## config.mk

```make
export PLATFORM = sky130hd
export DESIGN_NAME = mcpu_ctrl_flat
export DESIGN_NICKNAME = d
export VERILOG_FILES = /design/src/rtl/mcpu_ctrl_if.sv /design/src/rtl/mcpu_ctrl.sv /design/src/flat_wrapper.sv
export SDC_FILE = /design/constraint.sdc
export NUM_CORES = 1
export LEC_CHECK = 0
export ABC_AREA = 1
export CAP_MARGIN = 20
export CORE_AREA = 4 4 41 43
export DETAILED_ROUTE_END_ITERATION = 6
export DIE_AREA = 0 0 45 47
export DONT_BUFFER_PORTS = 1
export PLACE_DENSITY = 0.54
export SLEW_MARGIN = 20
export SYNTH_ARGS = -nofsm -noshare
export SYNTH_HDL_FRONTEND = slang
export SYNTH_SLANG_ARGS = --single-unit
```

## constraint.sdc

```tcl
create_clock -name clk -period 1.6 [get_ports clk]
set_input_delay 0.32 -clock clk [delete_from_list [all_inputs] [get_ports clk]]
set_output_delay 0.32 -clock clk [all_outputs]
set_load 0.005 [all_outputs]
```

## src/rtl/mcpu_ctrl_if.sv

```systemverilog
// rtl/mcpu_ctrl_if.sv - opcode/handshake and datapath control bundle for mcpu_ctrl
interface mcpu_ctrl_if;
  logic [5:0] op;
  logic       mem_ready;
  logic       pc_write;
  logic       pc_write_cond;
  logic       iord;
  logic       mem_read;
  logic       mem_write;
  logic       ir_write;
  logic       mem_to_reg;
  logic       reg_dst;
  logic       reg_write;
  logic       alu_src_a;
  logic [1:0] alu_src_b;
  logic [1:0] alu_op;
  logic [1:0] pc_source;
  logic       illegal_op;
  logic [3:0] state;

  modport master (
    input  op, mem_ready,
    output pc_write, pc_write_cond, iord, mem_read, mem_write, ir_write,
           mem_to_reg, reg_dst, reg_write, alu_src_a, alu_src_b, alu_op,
           pc_source, illegal_op, state
  );

  modport slave (
    output op, mem_ready,
    input  pc_write, pc_write_cond, iord, mem_read, mem_write, ir_write,
           mem_to_reg, reg_dst, reg_write, alu_src_a, alu_src_b, alu_op,
           pc_source, illegal_op, state
  );
endinterface

```

## src/rtl/mcpu_ctrl.sv

```systemverilog
// rtl/mcpu_ctrl.sv - multicycle MIPS-subset control FSM
module mcpu_ctrl (
  input  logic        clk,
  input  logic        rst_n,
  mcpu_ctrl_if.master bus
);

  typedef enum logic [3:0] {
    S_RST = 4'd0,  S_IF  = 4'd1,  S_ID  = 4'd2,  S_MA  = 4'd3,
    S_MR  = 4'd4,  S_MW  = 4'd5,  S_WBM = 4'd6,  S_EXR = 4'd7,
    S_WBR = 4'd8,  S_BEQ = 4'd9,  S_J   = 4'd10, S_EXI = 4'd11,
    S_WBI = 4'd12
  } state_t;

  localparam logic [5:0] OP_R    = 6'b000000;
  localparam logic [5:0] OP_LW   = 6'b100011;
  localparam logic [5:0] OP_SW   = 6'b101011;
  localparam logic [5:0] OP_BEQ  = 6'b000100;
  localparam logic [5:0] OP_J    = 6'b000010;
  localparam logic [5:0] OP_ADDI = 6'b001000;

  state_t     r_state;
  state_t     w_next;
  logic       r_illegal;
  logic       w_illegal_id;
  logic       w_pc_write, w_pc_write_cond, w_iord, w_mem_read, w_mem_write;
  logic       w_ir_write, w_mem_to_reg, w_reg_dst, w_reg_write, w_alu_src_a;
  logic [1:0] w_alu_src_b, w_alu_op, w_pc_source;

  always_ff @(posedge clk or negedge rst_n) begin
    if (!rst_n) begin
      r_state   <= S_RST;
      r_illegal <= 1'b0;
    end else begin
      r_state <= w_next;
      if (w_illegal_id) r_illegal <= 1'b1;
    end
  end

  always_comb begin
    w_next          = S_IF;
    w_illegal_id    = 1'b0;
    w_pc_write      = 1'b0;
    w_pc_write_cond = 1'b0;
    w_iord          = 1'b0;
    w_mem_read      = 1'b0;
    w_mem_write     = 1'b0;
    w_ir_write      = 1'b0;
    w_mem_to_reg    = 1'b0;
    w_reg_dst       = 1'b0;
    w_reg_write     = 1'b0;
    w_alu_src_a     = 1'b0;
    w_alu_src_b     = 2'b00;
    w_alu_op        = 2'b00;
    w_pc_source     = 2'b00;
    case (r_state)
      S_RST: w_next = S_IF;
      S_IF: begin
        w_mem_read  = 1'b1;
        w_alu_src_b = 2'b01;
        w_ir_write  = bus.mem_ready;
        w_pc_write  = bus.mem_ready;
        w_next      = bus.mem_ready ? S_ID : S_IF;
      end
      S_ID: begin
        // Branch target is precomputed into ALUOut regardless of opcode.
        w_alu_src_b = 2'b11;
        case (bus.op)
          OP_LW, OP_SW: w_next = S_MA;
          OP_R:         w_next = S_EXR;
          OP_BEQ:       w_next = S_BEQ;
          OP_J:         w_next = S_J;
          OP_ADDI:      w_next = S_EXI;
          default: begin
            w_illegal_id = 1'b1;
            w_next       = S_IF;
          end
        endcase
      end
      S_MA: begin
        w_alu_src_a = 1'b1;
        w_alu_src_b = 2'b10;
        if (bus.op == OP_LW)      w_next = S_MR;
        else if (bus.op == OP_SW) w_next = S_MW;
        else                      w_next = S_IF;
      end
      S_MR: begin
        w_mem_read = 1'b1;
        w_iord     = 1'b1;
        w_next     = bus.mem_ready ? S_WBM : S_MR;
      end
      S_MW: begin
        w_mem_write = 1'b1;
        w_iord      = 1'b1;
        w_next      = bus.mem_ready ? S_IF : S_MW;
      end
      S_WBM: begin
        w_reg_write  = 1'b1;
        w_mem_to_reg = 1'b1;
      end
      S_EXR: begin
        w_alu_src_a = 1'b1;
        w_alu_op    = 2'b10;
        w_next      = S_WBR;
      end
      S_WBR: begin
        w_reg_write = 1'b1;
        w_reg_dst   = 1'b1;
      end
      S_BEQ: begin
        w_alu_src_a     = 1'b1;
        w_alu_op        = 2'b01;
        w_pc_write_cond = 1'b1;
        w_pc_source     = 2'b01;
      end
      S_J: begin
        w_pc_write  = 1'b1;
        w_pc_source = 2'b10;
      end
      S_EXI: begin
        w_alu_src_a = 1'b1;
        w_alu_src_b = 2'b10;
        w_next      = S_WBI;
      end
      S_WBI: w_reg_write = 1'b1;
      default: w_next = S_IF;
    endcase
  end

  assign bus.pc_write      = w_pc_write;
  assign bus.pc_write_cond = w_pc_write_cond;
  assign bus.iord          = w_iord;
  assign bus.mem_read      = w_mem_read;
  assign bus.mem_write     = w_mem_write;
  assign bus.ir_write      = w_ir_write;
  assign bus.mem_to_reg    = w_mem_to_reg;
  assign bus.reg_dst       = w_reg_dst;
  assign bus.reg_write     = w_reg_write;
  assign bus.alu_src_a     = w_alu_src_a;
  assign bus.alu_src_b     = w_alu_src_b;
  assign bus.alu_op        = w_alu_op;
  assign bus.pc_source     = w_pc_source;
  // The flag is visible in the very ID cycle that decodes the bad opcode.
  assign bus.illegal_op    = r_illegal | w_illegal_id;
  assign bus.state         = r_state;

endmodule

```

## src/flat_wrapper.sv

```systemverilog
// flat-port wrapper written by rule: the top's interface ports become plain ports
module mcpu_ctrl_flat 
  (clk, rst_n, bus_op, bus_mem_ready, bus_pc_write, bus_pc_write_cond, bus_iord, bus_mem_read, bus_mem_write, bus_ir_write, bus_mem_to_reg, bus_reg_dst, bus_reg_write, bus_alu_src_a, bus_alu_src_b, bus_alu_op, bus_pc_source, bus_illegal_op, bus_state);
  mcpu_ctrl_if bus_i ();
  input  logic clk;
  input  logic rst_n;
  input wire logic [$bits(bus_i.op)-1:0] bus_op;
  input wire logic [$bits(bus_i.mem_ready)-1:0] bus_mem_ready;
  output wire logic [$bits(bus_i.pc_write)-1:0] bus_pc_write;
  output wire logic [$bits(bus_i.pc_write_cond)-1:0] bus_pc_write_cond;
  output wire logic [$bits(bus_i.iord)-1:0] bus_iord;
  output wire logic [$bits(bus_i.mem_read)-1:0] bus_mem_read;
  output wire logic [$bits(bus_i.mem_write)-1:0] bus_mem_write;
  output wire logic [$bits(bus_i.ir_write)-1:0] bus_ir_write;
  output wire logic [$bits(bus_i.mem_to_reg)-1:0] bus_mem_to_reg;
  output wire logic [$bits(bus_i.reg_dst)-1:0] bus_reg_dst;
  output wire logic [$bits(bus_i.reg_write)-1:0] bus_reg_write;
  output wire logic [$bits(bus_i.alu_src_a)-1:0] bus_alu_src_a;
  output wire logic [$bits(bus_i.alu_src_b)-1:0] bus_alu_src_b;
  output wire logic [$bits(bus_i.alu_op)-1:0] bus_alu_op;
  output wire logic [$bits(bus_i.pc_source)-1:0] bus_pc_source;
  output wire logic [$bits(bus_i.illegal_op)-1:0] bus_illegal_op;
  output wire logic [$bits(bus_i.state)-1:0] bus_state;
  assign bus_i.op = bus_op;
  assign bus_i.mem_ready = bus_mem_ready;
  assign bus_pc_write = bus_i.pc_write;
  assign bus_pc_write_cond = bus_i.pc_write_cond;
  assign bus_iord = bus_i.iord;
  assign bus_mem_read = bus_i.mem_read;
  assign bus_mem_write = bus_i.mem_write;
  assign bus_ir_write = bus_i.ir_write;
  assign bus_mem_to_reg = bus_i.mem_to_reg;
  assign bus_reg_dst = bus_i.reg_dst;
  assign bus_reg_write = bus_i.reg_write;
  assign bus_alu_src_a = bus_i.alu_src_a;
  assign bus_alu_src_b = bus_i.alu_src_b;
  assign bus_alu_op = bus_i.alu_op;
  assign bus_pc_source = bus_i.pc_source;
  assign bus_illegal_op = bus_i.illegal_op;
  assign bus_state = bus_i.state;
  mcpu_ctrl u_core (.clk(clk), .rst_n(rst_n), .bus(bus_i));
endmodule
```

* After elaboration in Yosys (flattened, before gate mapping)
Cells that the tools add are included.
Word-level totals: register bits 5, bits in latches 0, RAM bits 0, memory bits (read-only) 0, input bits 9, output and inout bits 21, logic and storage cells 50, memories kept 0
Cells by class: add/subtract/negate cells 0, multipliers 0, div/mod/pow operators 0, order comparisons 0, eq/ne operators 17, shift-type cells 0, muxes and demuxes 22, bitwise logic cells 1, reductions and logical operators 8
Operator list (count):
- $pmux 4 s7 | 1
- $eq 4x4->1 const B | 5
- $pmux 4 s5 | 1
- $eq 4x3->1 const B | 4
- $eq 6x6->1 const B | 2
- $mux 1 | 11
- $eq 4x2->1 const B | 2
- $pmux 2 s2 | 2
- $reduce_or 2->1 | 4
- $eq 6x2->1 const B | 1
- $eq 6x3->1 const B | 1
- $eq 6x4->1 const B | 1
- $logic_not 6->1 | 1
- $mux 3 | 2
- $pmux 2 s3 | 1
- $reduce_or 6->1 | 1
- $eq 4x1->1 const B | 1
- $mux 2 | 2
- $mux 4 | 1
- $reduce_or 4->1 | 1
- $reduce_or 3->1 | 1
- $pmux 1 s2 | 1
- $or 1x1->1 | 1

* Depth between registers and ports, before layout
depth in word-level cells 5, depth in mapped cells 8

* Worst setup path after synthesis
OpenSTA, ideal clock, no wires.
kind reg-to-output, from register u_core.r_state[2] (netlist: u_core.bus.state[2]), to output port bus_illegal_op, arrival time 1.001 ns, data required time 1.280 ns, slack 0.279 ns, stages on the path, launching flop included 6, buffers on the path 0, cell sequence dfrtp_1 -> nor2_2 -> nand2_2 -> clkinv_2 -> nand3_2 -> o21bai_1
Between the ends: longest elaborated chain between the ends 3
Ends and longest elaborated chain:
- from (decl) | line mcpu_ctrl.sv:22 | state_t r_state;
- from (signal assigned) | line mcpu_ctrl.sv:35 | r_state <= w_next;
- $eq 4x2->1 | line mcpu_ctrl.sv:56 | case (r_state)
- $mux 1 | line mcpu_ctrl.sv:56
- $or 1x1->1 | line mcpu_ctrl.sv:144 | assign bus.illegal_op = r_illegal | w_illegal_id;
- to (decl) | line flat_wrapper.sv:22 | output wire logic [$bits(bus_i.illegal_op)-1:0] bus_illegal_op;
No other way between the ends.

* Worst setup path in the final report
Ends and elaborated chain as after synthesis.

==> flow_metrics.env <==
export IMPL_die_area_sq_um=2120
export IMPL_gp_congestion=0.898
export IMPL_drc_errors=0
export IMPL_dieWidth_um=45
export IMPL_clkLatencyLatePin_ns=0.23
export IMPL_n_antenna_cell=0
export IMPL_synth_warnings=0
export IMPL_via_per_inst=5.14
export IMPL_synth_seq_cells=5
export IMPL_rsz0062_at_grt="yes"
export IMPL_synthDistinctLibCells=16
export IMPL_slowest_stage="dfrtp_2"
export IMPL_p_leak_nw=0.353
export IMPL_maxSlewHeadroom=0.764
export IMPL_cellPowerDensity_nw_per_um2=1190
export IMPL_reg2reg_setup_slack_ns=0.37
export IMPL_place_worst_setup_slack_ns=0.180
export IMPL_die_h_um=47
export IMPL_syn_num_nets=108
export IMPL_cts_root_buf="clkbuf_4"
export IMPL_syn_inst=99
export IMPL_final_area_sq_um=672
export IMPL_min_to="u_core.bus.state[1]"
export IMPL_grtUsageTotal=0.140
export IMPL_cts_tree="built"
export IMPL_synth_area_top_cells="dfrtp_1 (23%), nand2_1 (17%), nor2_1 (14%)"
export IMPL_clkTransAtPathRegs_ns=0.04
export IMPL_postRouteWirelength_mm=1.46
export IMPL_antenna_found_initial=0
export IMPL_holdCritPathClass="in2reg"
export IMPL_finalHoldViolations=0
export IMPL_crit_type="reg2out"
export IMPL_r2r_start="u_core.bus.state[2]"
export IMPL_yosysTopAreaCellShare=0.229
export IMPL_yosys_area_top_type="dfrtp_1"
export IMPL_reg2reg_depth=8
export IMPL_ir_worst_vdd_mv=0.492
export IMPL_arrival_ns=1.29
export IMPL_final_cell_mix="nand2_1 (22), nor2_1 (17), inv_1 (15)"
export IMPL_port_buffers=0
export IMPL_final_common_cell="nand2_1"
export IMPL_fill_cells=144
export IMPL_worstMarginPinSlew_ns=0.353
export IMPL_ios=30
export IMPL_status="complete, but fails checks"
export IMPL_total_power_mw=0.796
export IMPL_grt_pass1_vias=555
export IMPL_min_period_ns=1.61
export IMPL_violations="setup timing"
export IMPL_wl_per_cell_um=12.2
export IMPL_min_period_over_period=1.01
export IMPL_cts_made_buffers=3
export IMPL_layout_setup_ws_ns=-0.0111
export IMPL_drtIter0Drc=23
export IMPL_grt_max_degree=7
export IMPL_nNetsFinal=115
export IMPL_dr_pass1_iters=4
export IMPL_ant_nets=0
export IMPL_grt_pass1_wl_mm=2.20
export IMPL_worstHoldPathCells=4
export IMPL_hpwl_mm=1.12
export IMPL_fmax_ghz=0.621
export IMPL_final_layout_size_suffix_gt1_frac=0.286
export IMPL_r2r_end="u_core.bus.state[1]"
export IMPL_drv_cap=0
export IMPL_syn2layout_area_growth_pct=22.9
export IMPL_grt_ovfl_total=0
export IMPL_slowest_delay_ns=0.46
export IMPL_worstPathMaxFanout=6
export IMPL_cp_cell_sequence="nor2_4, nand2_4, inv_4, nand3_4, o21bai_1"
export IMPL_syn_area_sq_um=547
export IMPL_setup_worst_path_start="u_core.bus.state[2]"
export IMPL_rows=13
export IMPL_min_delay_start="bus_mem_ready"
export IMPL_clock_skew_ns=0.00126
export IMPL_setup_viol=1
export IMPL_clkSinkCount=5
export IMPL_end_kind="primary output"
export IMPL_syn_avg_cell_area_sq_um=5.52
export IMPL_vias=617
export IMPL_cts_buffer_depth=2
export IMPL_yosysSeqAreaShare=0.229
export IMPL_h_tree_depth=1
export IMPL_cp_required_ns=1.28
export IMPL_drv_slew=0
export IMPL_cp_start_kind="flip-flop"
export IMPL_placed_area_sq_um=551
export IMPL_initial_core_util=0.420
export IMPL_core_area_sq_um=1300
worst max-delay path by stage:
stage                     end  slack (ns)  cells after the start
6_report       bus_illegal_op       -0.01                      5
5_1_grt        bus_illegal_op       -0.09                      5
4_1_cts        bus_illegal_op     -0.0005                      5
3_5_place_dp   bus_illegal_op        0.18                      5
3_3_place_gp   bus_illegal_op        0.20                      5
2_1_floorplan  bus_illegal_op        0.28                      5
area by class of cell:
type / count / area [sq um] / share of cell area
Inverter: 19 / 73.8 / 0.110
Timing Repair Buffer: 4 / 32.5 / 0.0484
Tap cell: 15 / 18.8 / 0.0279
Sequential cell: 5 / 130 / 0.194
Multi-Input combinational cell: 73 / 390 / 0.581
Clock buffer: 4 / 26.3 / 0.0391
routing by layer:
metal | GRT usage | share of wire
met5 | 0 | 0
met4 | 0.0468 | 0
met1 | 0.160 | 0.40
met2 | 0.232 | 0.52
met3 | 0.0651 | 0.074
logic make-up (layout without fill, tap and decap cells):
group,count (synthesis),in the layout,synth area share
and+or+nand+nor,66,66,0.526
DFF,5,5,0.229
AOI/OAI and AO/OA,7,7,0.0847
buffers and inverters,21,27,0.160
registers in the layout, summed over array words and instances (netlist names):
name              count
u_core.r_illegal      1
u_core.bus.state      4
power breakdown:
group,internal (mW),switching (mW)
combinational,0.155,0.277
sequential,0.161,0.0631
clock,0.0940,0.0466
timing repair:
item                                    4_1_cts  5_1_grt
endpoints found under the setup margin        2        8
buffers inserted                              0        3
pin swaps                                     1        4
gates resized for setup                       6       14
endpoints found under the hold margin         5        0
hold buffers                                  1        0
through the flow:
step                       util  std cells  setup TNS [ns]  hold WS, ns
after floorplan               -         99               0       0.0244
after global placement    0.423        112               0       0.0245
after detailed placement  0.423        112               0       0.0245
after CTS                 0.462        117       -0.000500        0.296
after global routing      0.516        120          -0.145        0.304
final                     0.516        120         -0.0111        0.301
worst max-delay path: cells and delay by family, from the launching register on:
family	cells	cell delay, ns
compound gates	1	0.18
buf+inv	1	0.08
flops	1	0.46
simple gates	3	0.34
cell usage after synthesis (all sizes together):
master,n
nand2,28
nor2,25
inv,18
nand3,12
dfrtp,5
o22ai,3
buf,2
o21bai,2
clkinv,1
nand4,1
o211ai,1
o21ai,1
Note: power is estimated with default switching activity, not from simulation.
